===== src/rtl/cmp_result_debouncer_pkg.sv =====
// Shared result-code constants, FSM state encoding and flag helper for the
// comparator result debouncer.
package cmp_result_debouncer_pkg;

    localparam logic [1:0] CODE_NONE = 2'b00;
    localparam logic [1:0] CODE_GT   = 2'b01;
    localparam logic [1:0] CODE_EQ   = 2'b10;
    localparam logic [1:0] CODE_LT   = 2'b11;

    typedef enum logic [1:0] {
        ST_UNLOCKED  = 2'b00,
        ST_LOCKED    = 2'b01,
        ST_CANDIDATE = 2'b10
    } dbnc_state_e;

    function automatic logic is_one_hot3(input logic [2:0] flags);
        return (flags == 3'b001) || (flags == 3'b010) || (flags == 3'b100);
    endfunction

endpackage


===== src/rtl/cmp_flag_encode.sv =====
// Maps the comparator gt/eq/lt flags onto a 2-bit result code and reports
// whether exactly one flag is set.
module cmp_flag_encode
    import cmp_result_debouncer_pkg::*;
(
    input  logic       gt,
    input  logic       eq,
    input  logic       lt,
    output logic [1:0] code,
    output logic       one_hot
);

    // Flag-to-code mapping; anything not one-hot yields CODE_NONE.
    always_comb begin
        code    = CODE_NONE;
        one_hot = is_one_hot3({gt, eq, lt});
        case ({gt, eq, lt})
            3'b100:  code = CODE_GT;
            3'b010:  code = CODE_EQ;
            3'b001:  code = CODE_LT;
            default: code = CODE_NONE;
        endcase
    end

endmodule


===== src/rtl/cmp_result_debouncer.sv =====
// Debounces a comparator result stream: a code must repeat DEBOUNCE_LEN
// accepted samples in a row before it becomes the stable result.
module cmp_result_debouncer
    import cmp_result_debouncer_pkg::*;
#(
    parameter int DEBOUNCE_LEN = 4,
    parameter int CNT_W        = 8
) (
    input  logic             clk,
    input  logic             rst,
    input  logic             in_valid,
    input  logic             gt,
    input  logic             eq,
    input  logic             lt,
    input  logic             clr,
    output logic             stable_valid,
    output logic [1:0]       stable_code,
    output logic             evt_valid,
    output logic [1:0]       evt_code,
    input  logic             evt_ready,
    output logic [CNT_W-1:0] chg_cnt,
    output logic             err,
    output logic             ovf
);

    localparam logic [3:0]       LEN     = 4'(DEBOUNCE_LEN);
    localparam logic [CNT_W-1:0] CNT_MAX = {CNT_W{1'b1}};

    dbnc_state_e      state_q, state_d;
    logic [1:0]       cand_q, cand_d;
    logic [3:0]       run_cnt_q, run_cnt_d;
    logic             stable_valid_q, stable_valid_d;
    logic [1:0]       stable_code_q, stable_code_d;
    logic             evt_valid_q, evt_valid_d;
    logic [1:0]       evt_code_q, evt_code_d;
    logic [CNT_W-1:0] chg_cnt_q, chg_cnt_d;
    logic             err_q, err_d;
    logic             ovf_q, ovf_d;

    logic [1:0] code_s;
    logic       one_hot_s;
    logic       accept_s;
    logic       bad_s;
    logic       raise_s;
    logic       count_chg_s;
    logic [3:0] run_inc_s;

    cmp_flag_encode u_enc (
        .gt      (gt),
        .eq      (eq),
        .lt      (lt),
        .code    (code_s),
        .one_hot (one_hot_s)
    );

    assign accept_s  = in_valid & one_hot_s;
    assign bad_s     = in_valid & ~one_hot_s;
    assign run_inc_s = run_cnt_q + 4'd1;

    // Debounce FSM: run tracking, locking and stable-result updates.
    always_comb begin
        state_d        = state_q;
        cand_d         = cand_q;
        run_cnt_d      = run_cnt_q;
        stable_valid_d = stable_valid_q;
        stable_code_d  = stable_code_q;
        raise_s        = 1'b0;
        count_chg_s    = 1'b0;
        case (state_q)
            ST_UNLOCKED: begin
                if (accept_s) begin
                    if (code_s == cand_q) begin
                        if (run_inc_s == LEN) begin
                            state_d        = ST_LOCKED;
                            stable_valid_d = 1'b1;
                            stable_code_d  = cand_q;
                            run_cnt_d      = 4'd0;
                            raise_s        = 1'b1;
                        end else begin
                            run_cnt_d = run_inc_s;
                        end
                    end else begin
                        cand_d    = code_s;
                        run_cnt_d = 4'd1;
                    end
                end else begin
                    state_d = ST_UNLOCKED;
                end
            end
            ST_LOCKED: begin
                if (accept_s && (code_s != stable_code_q)) begin
                    state_d   = ST_CANDIDATE;
                    cand_d    = code_s;
                    run_cnt_d = 4'd1;
                end else begin
                    state_d = ST_LOCKED;
                end
            end
            ST_CANDIDATE: begin
                if (accept_s) begin
                    if (code_s == cand_q) begin
                        if (run_inc_s == LEN) begin
                            state_d       = ST_LOCKED;
                            stable_code_d = cand_q;
                            run_cnt_d     = 4'd0;
                            raise_s       = 1'b1;
                            count_chg_s   = 1'b1;
                        end else begin
                            run_cnt_d = run_inc_s;
                        end
                    end else if (code_s == stable_code_q) begin
                        state_d   = ST_LOCKED;
                        run_cnt_d = 4'd0;
                    end else begin
                        cand_d    = code_s;
                        run_cnt_d = 4'd1;
                    end
                end else begin
                    state_d = ST_CANDIDATE;
                end
            end
            default: begin
                state_d   = ST_UNLOCKED;
                cand_d    = CODE_NONE;
                run_cnt_d = 4'd0;
            end
        endcase
    end

    // Event handshake, change counter and sticky flags; clr has priority.
    always_comb begin
        evt_valid_d = evt_valid_q;
        evt_code_d  = evt_code_q;
        chg_cnt_d   = chg_cnt_q;
        err_d       = err_q;
        ovf_d       = ovf_q;
        if (raise_s) begin
            evt_valid_d = 1'b1;
            evt_code_d  = stable_code_d;
            if (evt_valid_q && !evt_ready) begin
                ovf_d = 1'b1;
            end else begin
                ovf_d = ovf_q;
            end
        end else if (evt_valid_q && evt_ready) begin
            evt_valid_d = 1'b0;
        end else begin
            evt_valid_d = evt_valid_q;
        end
        if (count_chg_s && (chg_cnt_q != CNT_MAX)) begin
            chg_cnt_d = chg_cnt_q + {{(CNT_W-1){1'b0}}, 1'b1};
        end else begin
            chg_cnt_d = chg_cnt_q;
        end
        if (bad_s) begin
            err_d = 1'b1;
        end else begin
            err_d = err_q;
        end
        if (clr) begin
            chg_cnt_d = {CNT_W{1'b0}};
            err_d     = 1'b0;
            ovf_d     = 1'b0;
        end else begin
            chg_cnt_d = chg_cnt_d;
        end
    end

    // State registers.
    always_ff @(posedge clk or posedge rst) begin
        if (rst) begin
            state_q        <= ST_UNLOCKED;
            cand_q         <= CODE_NONE;
            run_cnt_q      <= 4'd0;
            stable_valid_q <= 1'b0;
            stable_code_q  <= CODE_NONE;
            evt_valid_q    <= 1'b0;
            evt_code_q     <= CODE_NONE;
            chg_cnt_q      <= {CNT_W{1'b0}};
            err_q          <= 1'b0;
            ovf_q          <= 1'b0;
        end else begin
            state_q        <= state_d;
            cand_q         <= cand_d;
            run_cnt_q      <= run_cnt_d;
            stable_valid_q <= stable_valid_d;
            stable_code_q  <= stable_code_d;
            evt_valid_q    <= evt_valid_d;
            evt_code_q     <= evt_code_d;
            chg_cnt_q      <= chg_cnt_d;
            err_q          <= err_d;
            ovf_q          <= ovf_d;
        end
    end

    assign stable_valid = stable_valid_q;
    assign stable_code  = stable_code_q;
    assign evt_valid    = evt_valid_q;
    assign evt_code     = evt_code_q;
    assign chg_cnt      = chg_cnt_q;
    assign err          = err_q;
    assign ovf          = ovf_q;

endmodule


===== config.mk =====
export PLATFORM = sky130hd
export DESIGN_NAME = cmp_result_debouncer
export DESIGN_NICKNAME = d
export VERILOG_FILES = /design/src/rtl/cmp_result_debouncer_pkg.sv /design/src/rtl/cmp_flag_encode.sv /design/src/rtl/cmp_result_debouncer.sv
export SDC_FILE = /design/constraint.sdc
export NUM_CORES = 1
export LEC_CHECK = 0
export CAP_MARGIN = 5
export CELL_PAD_IN_SITES_DETAIL_PLACEMENT = 0
export CELL_PAD_IN_SITES_GLOBAL_PLACEMENT = 1
export CORE_MARGIN = 3
export CORE_UTILIZATION = 41
export CTS_CLUSTER_SIZE = 16
export DETAILED_ROUTE_END_ITERATION = 16
export GPL_ROUTABILITY_DRIVEN = 0
export MAX_ROUTING_LAYER = met4
export PLACE_DENSITY_LB_ADDON = 0.1
export SYNTH_ARGS = -nofsm -noshare
export SYNTH_HDL_FRONTEND = slang
export SYNTH_SLANG_ARGS = --single-unit

===== constraint.sdc =====
create_clock -name clk -period 2.64 [get_ports clk]
set_input_delay 0.264 -clock clk [delete_from_list [all_inputs] [get_ports clk]]
set_output_delay 0.264 -clock clk [all_outputs]
set_load 0.1 [all_outputs]

# Yosys cells after proc, flatten, opt, wreduce, memory -nomap -nowiden
# Index checks and enable logic that the tools add are counted.
# classes
add_sub_neg	2
n_reduce_logical	19
shifts	0
muxes	42
div	0
bitwise_logic	3
n_eq_ne	18
n_lt_le_gt_ge	0
multipliers	0
# ops
op	count
2-to-1 mux 2 bit	17
2-to-1 mux 4 bit	6
case mux 2 bit (3 select lines)	3
2-to-1 mux 8 bit	2
2-to-1 mux 1 bit	13
inequality test 2 bit, second input constant	6
case mux 4 bit (3 select lines)	1
nonzero test 2 bit	5
adder 8 x 1 -> 8 bit, second input constant	1
inequality test 8 bit, second input constant	1
AND reduction 6 bit	1
adder 4 x 1 -> 4 bit, second input constant	1
== test 2 bit	2
== test 4 x 3 -> 1 bit, second input constant	1
logical AND 1 bit	4
inequality test 4 bit, second input constant	1
AND reduction 2 bit	2
AND reduction 4 bit	1
== test 3 x 1 -> 1 bit, second input constant	1
== test 3 x 2 -> 1 bit, second input constant	1
== test 3 bit, second input constant	1
inequality test 3 bit, second input constant	1
AND reduction 3 bit	1
bitwise AND 1 bit	2
other kinds (8)	9
# totals
register_bits	24
mem_bits_rw	0
latch_bits	0
mem_bits_ro	0
mem_count	0
wordCells	94

# Depth between registers and ports, before layout
# depth
ltp_word	9
depth_mapped	8
mapped_depth_nobuf	6

# Hierarchy
# From an unflattened synthesis, not the netlist that was laid out.
# hier_totals
hier_cells	144
area_unflattened_um2	1406.3
# modules_own_cells
module	instances	seq_area_each_um2	area_per_inst_um2	cells_each
cmp_result_debouncer	1	600.6	1370.1	138
cmp_flag_encode	1	0.0	36.3	6

# Worst setup path after synthesis
# OpenSTA, ideal clock, no wires.
# synth_path
kind	register to register
startpoint	register stable_code_q[0], in the netlist stable_code[0]
endpoint	register run_cnt_q[1]
stages_incl_launch_ff	6
n_path_buf	0
t_required_ps	2520
arrival_ps	2471
path_slack_ps	49
synth_period_minus_slack_ps	2591
cell_sequence	dfrtp_1 -> or4bb_1 -> a31oi_1 -> nor4_2 -> or2_2 -> a31o_2
# synth_via
elab_chain_cells	4
# synth_lines
element	line	source
start, declared	cmp_result_debouncer.sv:33	logic [1:0] stable_code_q, stable_code_d;
start signal, assigned	cmp_result_debouncer.sv:187	stable_code_q <= stable_code_d;
inequality test 2 bit	cmp_result_debouncer.sv:91	if (accept_s && (code_s != stable_code_q)) begin
logical AND 1 bit	cmp_result_debouncer.sv:91	
inequality test 2 bit (no source line)	--	
AND reduction 3 bit (no source line)	--	
end signal, assigned	cmp_result_debouncer.sv:185	run_cnt_q <= run_cnt_d;
end, declared	cmp_result_debouncer.sv:31	logic [3:0] run_cnt_q, run_cnt_d;
# No other way between the ends.
# A chain may end at the register's enable or synchronous reset.

# Final worst setup path
# layout_path
startpoint	input eq
endpoint	register chg_cnt_q[7], in the netlist chg_cnt[7]
# layout_via
elab_chain_cells	8
word_cells_on_any_way	13
# layout_lines
element	line	source
start, declared	cmp_result_debouncer.sv:13	input logic eq,
== test 3 x 1 -> 1 bit, or another cell as far along	cmp_result_debouncer_pkg.sv:17, cmp_flag_encode.sv:17	
case mux 2 bit (3 select lines) / logical OR 1 bit (equally long branches)	cmp_flag_encode.sv:17, cmp_result_debouncer_pkg.sv:17	
== test 2 bit / logical OR 1 bit (equally long branches)	cmp_result_debouncer.sv:101, cmp_result_debouncer_pkg.sv:17	
2-to-1 mux 1 bit / bitwise AND 1 bit (equally long branches)	cmp_result_debouncer.sv:101, cmp_result_debouncer.sv:56	
2-to-1 mux 1 bit (*)	--	
2-to-1 mux 1 bit (*)	cmp_result_debouncer.sv:69	case (state_q)
logical AND 1 bit (*)	cmp_result_debouncer.sv:150	if (count_chg_s && (chg_cnt_q != CNT_MAX)) begin
nonzero test 2 bit (no source line) (*)	--	
end signal, assigned	cmp_result_debouncer.sv:179	chg_cnt_q <= {CNT_W{1'b0}};
end signal, assigned	cmp_result_debouncer.sv:190	chg_cnt_q <= chg_cnt_d;
end, declared	cmp_result_debouncer.sv:36	logic [CNT_W-1:0] chg_cnt_q, chg_cnt_d;
# Mark *: on every way between the ends. The rest lies on a longest branch, timed or not.

==> flow_summary.json <==
{
  "cp_data_required_time_ns": 2.80,
  "grt_max_degree": 25,
  "dp_hpwl_um": 2660,
  "worstSetupStartpoint": "eq",
  "crit_buf_inv": 1,
  "met1_usage_pct": 23.9,
  "routed_via_density": 5.79,
  "antenna_found_initial": 0,
  "tightest_slew_ns": 0.565,
  "syn_inst": 159,
  "final_area_mm2": 0.00190,
  "ys_seq_area_share_pct": 39.0,
  "place_area_mm2": 0.00185,
  "die-height_um": 67.3,
  "fin_cells": 239,
  "peakVddDrop_mv": 0.702,
  "wl_per_cell_um": 14.7,
  "p_leak_nw": 0.858,
  "synth_compound_area_share_pct": 16.7,
  "cts_resized": 0,
  "r2r_start": "cand_q[1]$_DFFE_PP0P_",
  "syn_area_mm2": 0.00154,
  "setup_slack_ns": 0.202,
  "drtPass1Iterations": 4,
  "core_mm2": 0.00347,
  "synth_flop_cell": "dfrtp_1",
  "yosys.area_share.xor_xnor_pct": 1.14,
  "max_freq_mhz": 410,
  "drive_gt1_share_pct": 29.0,
  "grt_setup_unrepaired": "no",
  "ys_warn_count": 0,
  "seqCellArea_um2": 601,
  "dieArea_mm2": 0.00452,
  "cp.arrival_ns": 2.60,
  "clockBufferDepth": 2,
  "maxCapViolations": 0,
  "synth.net_count": 170,
  "cp_cell_sequence": "clkdlybuf4s50_1 -> or3b_1 -> a221o_1 -> and2_1 -> nor4_1 -> mux2_2",
  "grt-busiest-layer": "met2",
  "outcome": "complete, no violations",
  "placedCellCount": 235,
  "syn_to_final_growth_pct": 23.5,
  "nNetsFinal": 205,
  "slew_headroom_pct": 62.2,
  "htree_levels": 1,
  "slew_violations": 0,
  "nFillCells": 343,
  "multi_input_area_um2": 851,
  "clock_latency_ns": 0.27,
  "cp_max_fo": 11,
  "clock_skew_ns": 0.00709,
  "final_common_cell": "buf_4",
  "hold_violations": 0,
  "routed_wl_um": 3510,
  "cp_slowest_stage_delay_ns": 0.47,
  "synth_cell_types": 49,
  "cts_setup_buffers": 0,
  "grt_pass1_vias": 1278,
  "cpMaxStageDelayCell": "clkdlybuf4s50_1",
  "synthMuxAreaShare_pct": 8.78,
  "post-route-period-util_pct": 92.3,
  "postCtsHoldBufs": 0,
  "path_clk_slew_ns": 0.09,
  "grtUsageTotal_pct": 18.0,
  "grt.overflow.total": 0,
  "ant_nets": 0,
  "rrSetupSlack_ns": 0.41,
  "synth_edf_count": 0,
  "io_buffers": 23,
  "root_buffer": "clkbuf_8",
  "critPathLaunchType": "input pin",
  "synthAdderAreaFrac_pct": 2.44,
  "drc": 0,
  "hold_class": "in2async",
  "min_period_ns": 2.44,
  "synth_simple_gate_area_share_pct": 26.2,
  "final_cell_mix": "32 x buf_4, 24 x dfrtp_1, 12 x mux2_2, 11 x nor2_1, 9 x a21oi_1",
  "grt_use_met2_pct": 27.4,
  "vias": 1383,
  "path_class": "in2reg",
  "start_util_pct": 44.4,
  "cts_tree": "done",
  "grt_pass1_wl_um": 5960,
  "clkSinkCount": 24,
  "setup_viol": 0,
  "ys_ff_latch": 24,
  "cts_made_buffers": 3,
  "pin_count": 24,
  "preCtsSetupSlack_ns": -0.102,
  "synth_area_per_cell_um2": 9.68,
  "dr.first_iter.drc_count": 51,
  "grt_use_met3_pct": 3.33,
  "critPathCaptureType": "flop",
  "synth_top_family_by_area": "simple AND/OR/NAND/NOR gates",
  "power.total_mw": 1.58,
  "path_delay_family": "simple AND/OR/NAND/NOR gates",
  "antennaDiodeCount": 0,
  "p_per_area_mw_per_mm2": 829,
  "std_cell_rows": 21,
  "die-width_um": 67.3,
  "ys_async_sr_fraction_pct": 100,
  "final_util_pct": 54.8
}
[path summary, 6_finish.rpt]
check / depth (start not counted) / end
worst max register to register: 6 / run_cnt_q[2]$_DFFE_PP0P_
worst min register to register: 1 / stable_valid$_DFFE_PP0P_
max in group asynchronous: 3 / run_cnt_q[1]$_DFFE_PP0P_
min in group clk: 1 / stable_valid$_DFFE_PP0P_
worst min-delay path: 3 / chg_cnt[7]$_DFFE_PP0P_
worst max-delay path: 6 / chg_cnt[7]$_DFFE_PP0P_
[where the power goes]
group	total (mW)	switching, mW	internal (mW)
Combinational	0.780	0.484	0.296
Sequential	0.544	0.101	0.442
Clock	0.252	0.118	0.133
Total	1.58	0.704	0.871
[per-layer routing]
metal	up-vias	routed length, um
li1	667	-
met1	678	1680
met2	31	1640
met3	7	129
met4	0	63
met5	-	0
[flip-flops by register name, indices dropped and copies added (netlist names)]
register      flops
ovf               1
stable_code       2
stable_valid      1
err               1
state_q           2
run_cnt_q         4
evt_valid         1
evt_code          2
cand_q            2
chg_cnt           8
[worst reg2reg max path, stage by stage, from the launching register on]
cell	delay [ns]
dfrtp_1	0.46
and4b_1	0.22
o31ai_1	0.32
and2_1	0.46
buf_4	0.22
nor4_1	0.05
or3b_1	0.38
[Yosys cell counts, types with 2 or more instances]
| library cell | count | area share [%] |
|---|---|---|
| mux2_2 | 12 | 8.8 |
| o2bb2ai_1 | 2 | 1.1 |
| or2_2 | 3 | 1.2 |
| nand4_1 | 2 | 0.81 |
| or3b_1 | 2 | 1.1 |
| a21oi_1 | 9 | 2.9 |
| nor3_1 | 2 | 0.65 |
| o2111ai_1 | 2 | 1.1 |
| or4_1 | 3 | 1.5 |
| nand2_1 | 5 | 1.2 |
| nor4_1 | 7 | 2.8 |
| a31o_2 | 2 | 1.1 |
| inv_1 | 7 | 1.7 |
| buf_6 | 3 | 2.2 |
| nor3b_1 | 2 | 0.98 |
| ha_1 | 3 | 2.4 |
| and3_1 | 3 | 1.2 |
| and2_1 | 2 | 0.81 |
| nand3_1 | 4 | 1.3 |
| dfrtp_1 | 24 | 39 |
| clkbuf_1 | 4 | 0.98 |
| o31ai_1 | 4 | 2.0 |
| nor2_1 | 11 | 2.7 |
| a31oi_1 | 2 | 0.81 |
| xor2_1 | 2 | 1.1 |
| o21ai_0 | 6 | 2.0 |
| nor2b_1 | 8 | 3.3 |
| nor4_2 | 2 | 1.6 |
[cell type report]
cell class / count / area share (%)
multi-input combinational: 119 / 44.8
inverter: 7 / 1.38
tap: 46 / 3.03
timing repair buffer: 39 / 16.3
sequential: 24 / 31.6
clock buffer: 4 / 2.90
[cell families after synthesis]
kind of cell / Yosys count
mux: 12
flops: 24
compound gates: 37
simple gates: 65
fa+ha+maj: 3
buf+inv: 16
xor+xnor: 2
[metrics by stage]
stage          hold WS [ns]  setup TNS, ns
5_1_grt               0.393              0
2_1_floorplan         0.279              0
4_1_cts               0.348              0
3_5_place_dp          0.478         -0.167
6_report              0.329              0
3_3_place_gp          0.456        -0.0666
No activity file was read; power rests on OpenSTA's default activity.
